==> config.mk <==
export PLATFORM = sky130hd
export DESIGN_NAME = caseg_disp_arbiter
export DESIGN_NICKNAME = d
export VERILOG_FILES = /design/src/rtl/caseg_pkg.sv /design/src/rtl/ms_tick_gen.sv /design/src/rtl/caseg_disp_arbiter.sv
export SDC_FILE = /design/constraint.sdc
export NUM_CORES = 1
export LEC_CHECK = 0
export CAP_MARGIN = 40
export CORE_MARGIN = 2
export CORE_UTILIZATION = 43
export CTS_CLUSTER_DIAMETER = 150
export CTS_CLUSTER_SIZE = 20
export DETAILED_ROUTE_END_ITERATION = 12
export HOLD_SLACK_MARGIN = 0.08
export PLACE_DENSITY_LB_ADDON = 0.3
export SLEW_MARGIN = 25
export SYNTH_ARGS = -nofsm -noshare
export SYNTH_HDL_FRONTEND = slang
export SYNTH_SLANG_ARGS = --single-unit
==> constraint.sdc <==
create_clock -name sclk -period 3.65 [get_ports sclk]
set_clock_uncertainty 0.15 [all_clocks]
set_input_delay 0.365 -clock sclk [delete_from_list [all_inputs] [get_ports sclk]]
set_output_delay 0.365 -clock sclk [all_outputs]
set_load 0.1 [all_outputs]
==> src/rtl/caseg_pkg.sv <==
// Shared types and constants for the seven-segment display arbiter family.
package caseg_pkg;

  // Arbiter states: background, blank gap, low-priority overlay, high-priority overlay
  typedef enum logic [1:0] {
    ST_BG    = 2'd0,
    ST_BLANK = 2'd1,
    ST_SHOW1 = 2'd2,
    ST_SHOW2 = 2'd3
  } state_e;

  // Source codes as reported on active_src (also used as the pending target)
  typedef enum logic [1:0] {
    SRC_BG    = 2'd0,
    SRC_1     = 2'd1,
    SRC_2     = 2'd2,
    SRC_BLANK = 2'd3
  } src_e;

  // Digit code the scanner renders as an unlit digit
  localparam logic [3:0]  BLANK_CODE   = 4'd10;
  localparam logic [31:0] BLANK_DIGITS = {8{BLANK_CODE}};

  // Choose the state that follows a blank gap. A source is pending when it is
  // requested right now or was recorded as the target on entry to the gap;
  // the highest pending source wins, otherwise the background comes back.
  function automatic state_e exit_blank_state(input logic [1:0] req, input src_e target);
    if (req[1] || (target == SRC_2)) begin
      return ST_SHOW2;
    end
    if (req[0] || (target == SRC_1)) begin
      return ST_SHOW1;
    end
    return ST_BG;
  endfunction

endpackage

==> src/rtl/ms_tick_gen.sv <==
// Millisecond tick generator: divides the system clock by TICK_DIV and emits
// a one-cycle pulse on the last count. A synchronous clear restarts the count.
module ms_tick_gen #(
  parameter int TICK_DIV = 50000
) (
  input  logic clk_i,
  input  logic rst_i,
  input  logic clr_i,
  output logic tick_o
);

  localparam int DIV_W = (TICK_DIV > 1) ? $clog2(TICK_DIV) : 1;
  localparam logic [DIV_W-1:0] DIV_LAST = DIV_W'(TICK_DIV - 1);

  logic [DIV_W-1:0] div_q;
  logic [DIV_W-1:0] div_d;

  assign tick_o = (div_q == DIV_LAST);

  // Count 0..TICK_DIV-1 and wrap; a clear forces the next count back to zero
  always_comb begin
    div_d = div_q + DIV_W'(1);
    if (clr_i || tick_o) begin
      div_d = '0;
    end
  end

  // Divider register
  always_ff @(posedge clk_i or posedge rst_i) begin
    if (rst_i) begin
      div_q <= '0;
    end else begin
      div_q <= div_d;
    end
  end

endmodule

==> src/rtl/caseg_disp_arbiter.sv <==
// Shares one 8-digit seven-segment display between a background source and
// two overlay requesters, with a minimum overlay hold time and a blank gap
// inserted on every source switch. All outputs are registered.
module caseg_disp_arbiter #(
  parameter int TICK_DIV = 50000,
  parameter int HOLD_MS  = 2000,
  parameter int BLANK_MS = 100
) (
  input  logic        sclk,
  input  logic        rst,
  input  logic [31:0] src0_digits,
  input  logic [7:0]  src0_dp,
  input  logic [1:0]  req,
  input  logic [31:0] src1_digits,
  input  logic [7:0]  src1_dp,
  input  logic [31:0] src2_digits,
  input  logic [7:0]  src2_dp,
  output logic [1:0]  gnt,
  output logic [3:0]  bit_7,
  output logic [3:0]  bit_6,
  output logic [3:0]  bit_5,
  output logic [3:0]  bit_4,
  output logic [3:0]  bit_3,
  output logic [3:0]  bit_2,
  output logic [3:0]  bit_1,
  output logic [3:0]  bit_0,
  output logic [7:0]  dp_en,
  output logic [1:0]  active_src
);

  import caseg_pkg::*;

  // The ms counter saturates at the larger of the two limits; one spare
  // value keeps ms+1 representable for the early-reach comparisons.
  localparam int MS_MAX = (HOLD_MS > BLANK_MS) ? HOLD_MS : BLANK_MS;
  localparam int MS_W   = $clog2(MS_MAX + 2);
  localparam logic [MS_W-1:0] MS_SAT    = MS_W'(MS_MAX);
  localparam logic [MS_W-1:0] HOLD_LIM  = MS_W'(HOLD_MS);
  localparam logic [MS_W-1:0] BLANK_LIM = MS_W'(BLANK_MS);

  state_e state_q, state_d;
  src_e   target_q, target_d;

  logic [MS_W-1:0] ms_q, ms_d;
  logic [MS_W-1:0] msInc;
  logic            msTick;
  logic            clearTimers;
  logic            holdDone;
  logic            blankDone;

  logic [31:0] digits_q, digits_d;
  logic [7:0]  dp_q, dp_d;
  logic [1:0]  gnt_q, gnt_d;
  src_e        active_q, active_d;

  // Timers restart on every state entry
  assign clearTimers = (state_d != state_q);

  ms_tick_gen #(
    .TICK_DIV(TICK_DIV)
  ) u_tick (
    .clk_i (sclk),
    .rst_i (rst),
    .clr_i (clearTimers),
    .tick_o(msTick)
  );

  // A limit counts as reached on the cycle whose tick brings ms up to it, so a
  // limit of N ms lasts exactly N*TICK_DIV cycles from state entry.
  assign msInc     = ms_q + MS_W'(1);
  assign holdDone  = (ms_q >= HOLD_LIM)  || (msTick && (msInc >= HOLD_LIM));
  assign blankDone = (ms_q >= BLANK_LIM) || (msTick && (msInc >= BLANK_LIM));

  // Millisecond count: clears on state entry, advances per tick, saturates
  always_comb begin
    ms_d = ms_q;
    if (clearTimers) begin
      ms_d = '0;
    end else if (msTick && (ms_q != MS_SAT)) begin
      ms_d = msInc;
    end
  end

  // Next-state logic: overlays enter through a blank gap; src2 preempts src1
  always_comb begin
    state_d  = state_q;
    target_d = target_q;
    case (state_q)
      ST_BG: begin
        if (req[1]) begin
          state_d  = ST_BLANK;
          target_d = SRC_2;
        end else if (req[0]) begin
          state_d  = ST_BLANK;
          target_d = SRC_1;
        end
      end
      ST_BLANK: begin
        if (blankDone) begin
          state_d = exit_blank_state(req, target_q);
        end
      end
      ST_SHOW1: begin
        if (req[1]) begin
          state_d  = ST_BLANK;
          target_d = SRC_2;
        end else if (holdDone && !req[0]) begin
          state_d  = ST_BLANK;
          target_d = SRC_BG;
        end
      end
      ST_SHOW2: begin
        if (holdDone && !req[1]) begin
          state_d = ST_BLANK;
          if (req[0]) begin
            target_d = SRC_1;
          end else begin
            target_d = SRC_BG;
          end
        end
      end
      default: begin
        state_d  = ST_BG;
        target_d = SRC_BG;
      end
    endcase
  end

  // Output selection from the upcoming state so outputs move with the state
  always_comb begin
    digits_d = BLANK_DIGITS;
    dp_d     = '0;
    gnt_d    = 2'b00;
    active_d = SRC_BLANK;
    case (state_d)
      ST_BG: begin
        digits_d = src0_digits;
        dp_d     = src0_dp;
        active_d = SRC_BG;
      end
      ST_SHOW1: begin
        digits_d = src1_digits;
        dp_d     = src1_dp;
        gnt_d    = 2'b01;
        active_d = SRC_1;
      end
      ST_SHOW2: begin
        digits_d = src2_digits;
        dp_d     = src2_dp;
        gnt_d    = 2'b10;
        active_d = SRC_2;
      end
      default: begin
        active_d = SRC_BLANK;
      end
    endcase
  end

  // State, timer and output registers; reset aborts any hold or blank at once
  always_ff @(posedge sclk or posedge rst) begin
    if (rst) begin
      state_q  <= ST_BG;
      target_q <= SRC_BG;
      ms_q     <= '0;
      digits_q <= BLANK_DIGITS;
      dp_q     <= '0;
      gnt_q    <= 2'b00;
      active_q <= SRC_BG;
    end else begin
      state_q  <= state_d;
      target_q <= target_d;
      ms_q     <= ms_d;
      digits_q <= digits_d;
      dp_q     <= dp_d;
      gnt_q    <= gnt_d;
      active_q <= active_d;
    end
  end

  assign bit_7      = digits_q[31:28];
  assign bit_6      = digits_q[27:24];
  assign bit_5      = digits_q[23:20];
  assign bit_4      = digits_q[19:16];
  assign bit_3      = digits_q[15:12];
  assign bit_2      = digits_q[11:8];
  assign bit_1      = digits_q[7:4];
  assign bit_0      = digits_q[3:0];
  assign dp_en      = dp_q;
  assign gnt        = gnt_q;
  assign active_src = active_q;

endmodule
==> reports/metrics.sh <==
RESULT_OF_THE_RUN='finished clean'
TIMING_WORST_SETUP_PATH_TYPE='flip-flop to flip-flop'
FINALNETCOUNT=721
FIN_CRIT_PS=3430
FINAL_LAYOUT_SIZE_SUFFIX_GT1_FRAC=0.177
PLACE_CONGESTION=0.843
MAPPEDNETLISTNETS=524
DRT_DRC_VIOLATIONS_LEFT=0
CRIT_PATH_END_KIND='flip-flop'
CTS.HOLD.BUFFERS_ADDED=0
DETAIL_ROUTE.FIRST_PASS.ITERATIONS=10
NETLIST_TOP_CELLS_AREA='dfrtp_1 (37%), dfstp_2 (11%), a222oi_1 (6.0%)'
ROUTE.MET2.WL_UM=8030
NUMBER_OF_SLEW_LIMIT_VIOLATIONS_IN_THE_FINAL_REPORT=0
FP.DIEH_UM=100
ROUTED_WIRE_LENGTH_PER_INSTANCE_UM=21.4
TRITONCTS='yes'
CORE_UTILIZATION_OF_THE_FINISHED_LAYOUT=0.750
DETAILROUTE.VIA_COUNT=4294
CLOCK_TREE.HTREE_LEVEL_COUNT=3
CRITICAL_PATH.REG2REG.STARTPOINT='ms_q[1]$_DFFE_PP0P_'
FIN_CRIT_SH=0.941
STARTING_DENSITY_OF_THE_CORE=0.436
CTSLONGESTPATHBUFFERS=2
CLK_ROOT_BUFFER_CELL='clkbuf_8'
TRITONCTS.NUM_BUFFERS=9
SYNTH.FF_LATCH_COUNT=74
GRT_MAX_DEGREE=41
MIN-DELAY-PATH-CLASS='primary input to asynchronous set/reset pin'
POST_CTS_BUFFERS=0
ANTENNA_CELLS_INSERTED=0
CP_DATA_ARRIVAL_TIME_PS=3520
YOSYS.CELL_TYPES.COUNT=56
DRV_CAP=0
WORST_SETUP_PATH_START_KIND='flip-flop'
STD_CELL_ROWS=35
SYNTH.YOSYS.SEQ_AREA_SHARE=0.471
WORST-ENDPOINT-REQUIRED_PS=3740
CORE_AREA_SQ_UM=9110
DR.MAX_LAYER_USED='met4'
FP.DIEAREA_SQ_UM=10000
PORT_BUFFER_COUNT=167
NUMBER_OF_ANTENNA_VIOLATIONS_AT_THE_FIRST_CHECK_IN_GLOBAL_ROUTING=0
AREA_GROWTH_PCT=71.8
YOSYSTOPAREACELLSHARE=0.365
CLK_PIN_SLEW_WORST_PATHS_PS=80
MET1_ROUTED_LENGTH_UM=5180
TIMING.SLEW.HEADROOM=0.560
CTS-RESIZED-GATES=0
YOSYS_WARNINGS=0
GRT.OVERFLOW.TOTAL=0
P_LEAK_nW=2.88
GLOBAL_ROUTE_WIRE_LENGTH_BEFORE_REPAIR_UM=22600
TNS_PS=0
ROUTE.ANTENNA.REMAINING_NETS=0
SYNTH_ENABLE_FLOP_CELLS=0
GR-USAGE-ALL-LAYERS=0.294
VIAS_PER_CELL=6.10
POST_SYNTH_INSTANCE_AREA_SQ_UM=3980
POWER.DENSITY_CELL_AREA_nW_PER_UM2=951
SETUP_VIOL_COUNT_FINAL=0
HOLD_VIOL_FINAL=0
VIA_COUNT_OF_THE_FIRST_GLOBAL_ROUTING_PASS=4250
CRITICAL_PATH_PEAK_FANOUT=40
CHIPWIDTH_UM=100
RSZ_0062_RAISED_AFTER_GLOBAL_ROUTING='false'
YOSYSTOPAREACELL='dfrtp_1'
WORST-R2R-CELL-COUNT=10
TOTAL_HALF_PERIMETER_WIRELENGTH_AFTER_LEGALIZATION_AND_DETAILED_PLACEMENT_UM=10900
DR.FIRST_ITER.DRC_COUNT=323
WORST_SETUP_PATH_STARTPOINT='ms_q[1]$_DFFE_PP0P_'
SYNTH.AVG_CELL_AREA_SQ_UM=10.2
DRT_TOTAL_WL_UM=15100
POSTSYNTH.TOPFLOPCELL='dfrtp_1'
CLOCK-SINKS=74
CLOCK_LATENCY_PS=360
FMAX_MHz=291
YS_ASYNC_SR_FRACTION=1.00
IR_DROP_mV=0.611
TIMING_WORST_SLEW_PIN_VALUE_PS=651
FLOORPLAN.IO_PINS=168
DR_WL_MET3_UM=1110
SYNTH.TOP_CELLS.BY_COUNT='dfrtp_1 (58), nor2_1 (31), nand2_1 (29), a222oi_1 (24)'
YOSYS.CELL_COUNT.TOP_TYPE='dfrtp_1'
SYN_INST=391
-- kinds of logic (layout without fill, tap and decap cells) --
family          count (synthesis)  after routing  share of synthesized area
xor+xnor                       24             24                     0.0529
simple gates                  142            143                      0.198
buf+inv                        47            248                     0.0639
mux                             2              2                    0.00504
flops                          74             74                      0.471
fa+ha+maj                       9              9                     0.0283
compound gates                 93             93                      0.181
-- path summary, 6_finish.rpt --
path,endpoint,slack [ps]
worst max-delay path,digits_q[20]$_DFF_PP0_,220
worst min-delay path,digits_q[20]$_DFF_PP0_,120
worst max register to register,digits_q[20]$_DFF_PP0_,220
worst min register to register,u_tick.div_q[0]$_DFF_PP0_,330
max in group asynchronous,digits_q[21]$_DFF_PP1_,2340
min in group sclk,u_tick.div_q[0]$_DFF_PP0_,330
-- metal layers --
layer  track usage  vias to the layer above
li1              -                     1872
met1         0.319                     2098
met2         0.521                      264
met3        0.0780                       60
met4         0.159                        0
met5             0                        -
-- sequential cells by signal (all words and copies together), names as in the netlist --
signal,count
dp_en,8
state_q,2
active_src,1
gnt,2
digits_q,32
ms_q,11
target_q,2
u_tick.div_q,16
-- cells in the final DEF (no fill, tap or decap), types with 8 or more instances in the layout --
cell	synthesis	routed
a21oi_1	19	19
a222oi_1	24	24
a22oi_1	16	16
buf_16	0	23
buf_4	6	10
buf_8	0	21
clkbuf_8	0	11
clkdlybuf4s50_1	0	167
dfrtp_1	58	58
dfstp_2	16	16
ha_1	9	9
inv_1	10	9
nand2_1	29	29
nand3_1	8	8
nand4_1	8	8
nor2_1	31	31
nor3_1	21	21
nor4_1	8	8
xnor2_1	10	10
xor2_1	14	14
-- cell type report --
| type | instances | area, sq um |
|---|---|---|
| repair buffers | 222 | 2720 |
| fillers | 551 | 2280 |
| flip-flops and latches | 74 | 1870 |
| multi-input cells | 271 | 1870 |
| clock buffers | 13 | 159 |
| well taps | 111 | 139 |
| clock inverters | 3 | 40.0 |
| inverters | 10 | 37.5 |
-- report_power, final --
group | leakage, nW | switching [mW] | total, mW | internal (mW)
Sequential | 0.912 | 0.254 | 1.46 | 1.21
Combinational | 1.87 | 2.64 | 4.38 | 1.73
Clock | 0.103 | 0.306 | 0.658 | 0.352
-- per-stage QoR --
stage	hold WS, ps	std cells	setup slack (ps)	instance area [sq um]	power (mW)
floorplan	289	391	628	3980	3.86
global placement	303	642	401	5640	4.59
detailed placement	318	686	190	6590	5.80
CTS	328	702	184	6790	6.47
global route	133	704	3.17	6830	6.73
finish	116	704	217	6830	6.49
-- worst max-delay path: stages (launching register included) --
cell and delay, ps:
dfrtp_1 450, ha_1 360, buf_4 220, a32oi_1 90
o221a_2 280, a31oi_1 390, o221ai_1 270, ha_1 260
buf_4 260, a222oi_1 470, nor2_1 70
Note: power is estimated with default switching activity, not from simulation.
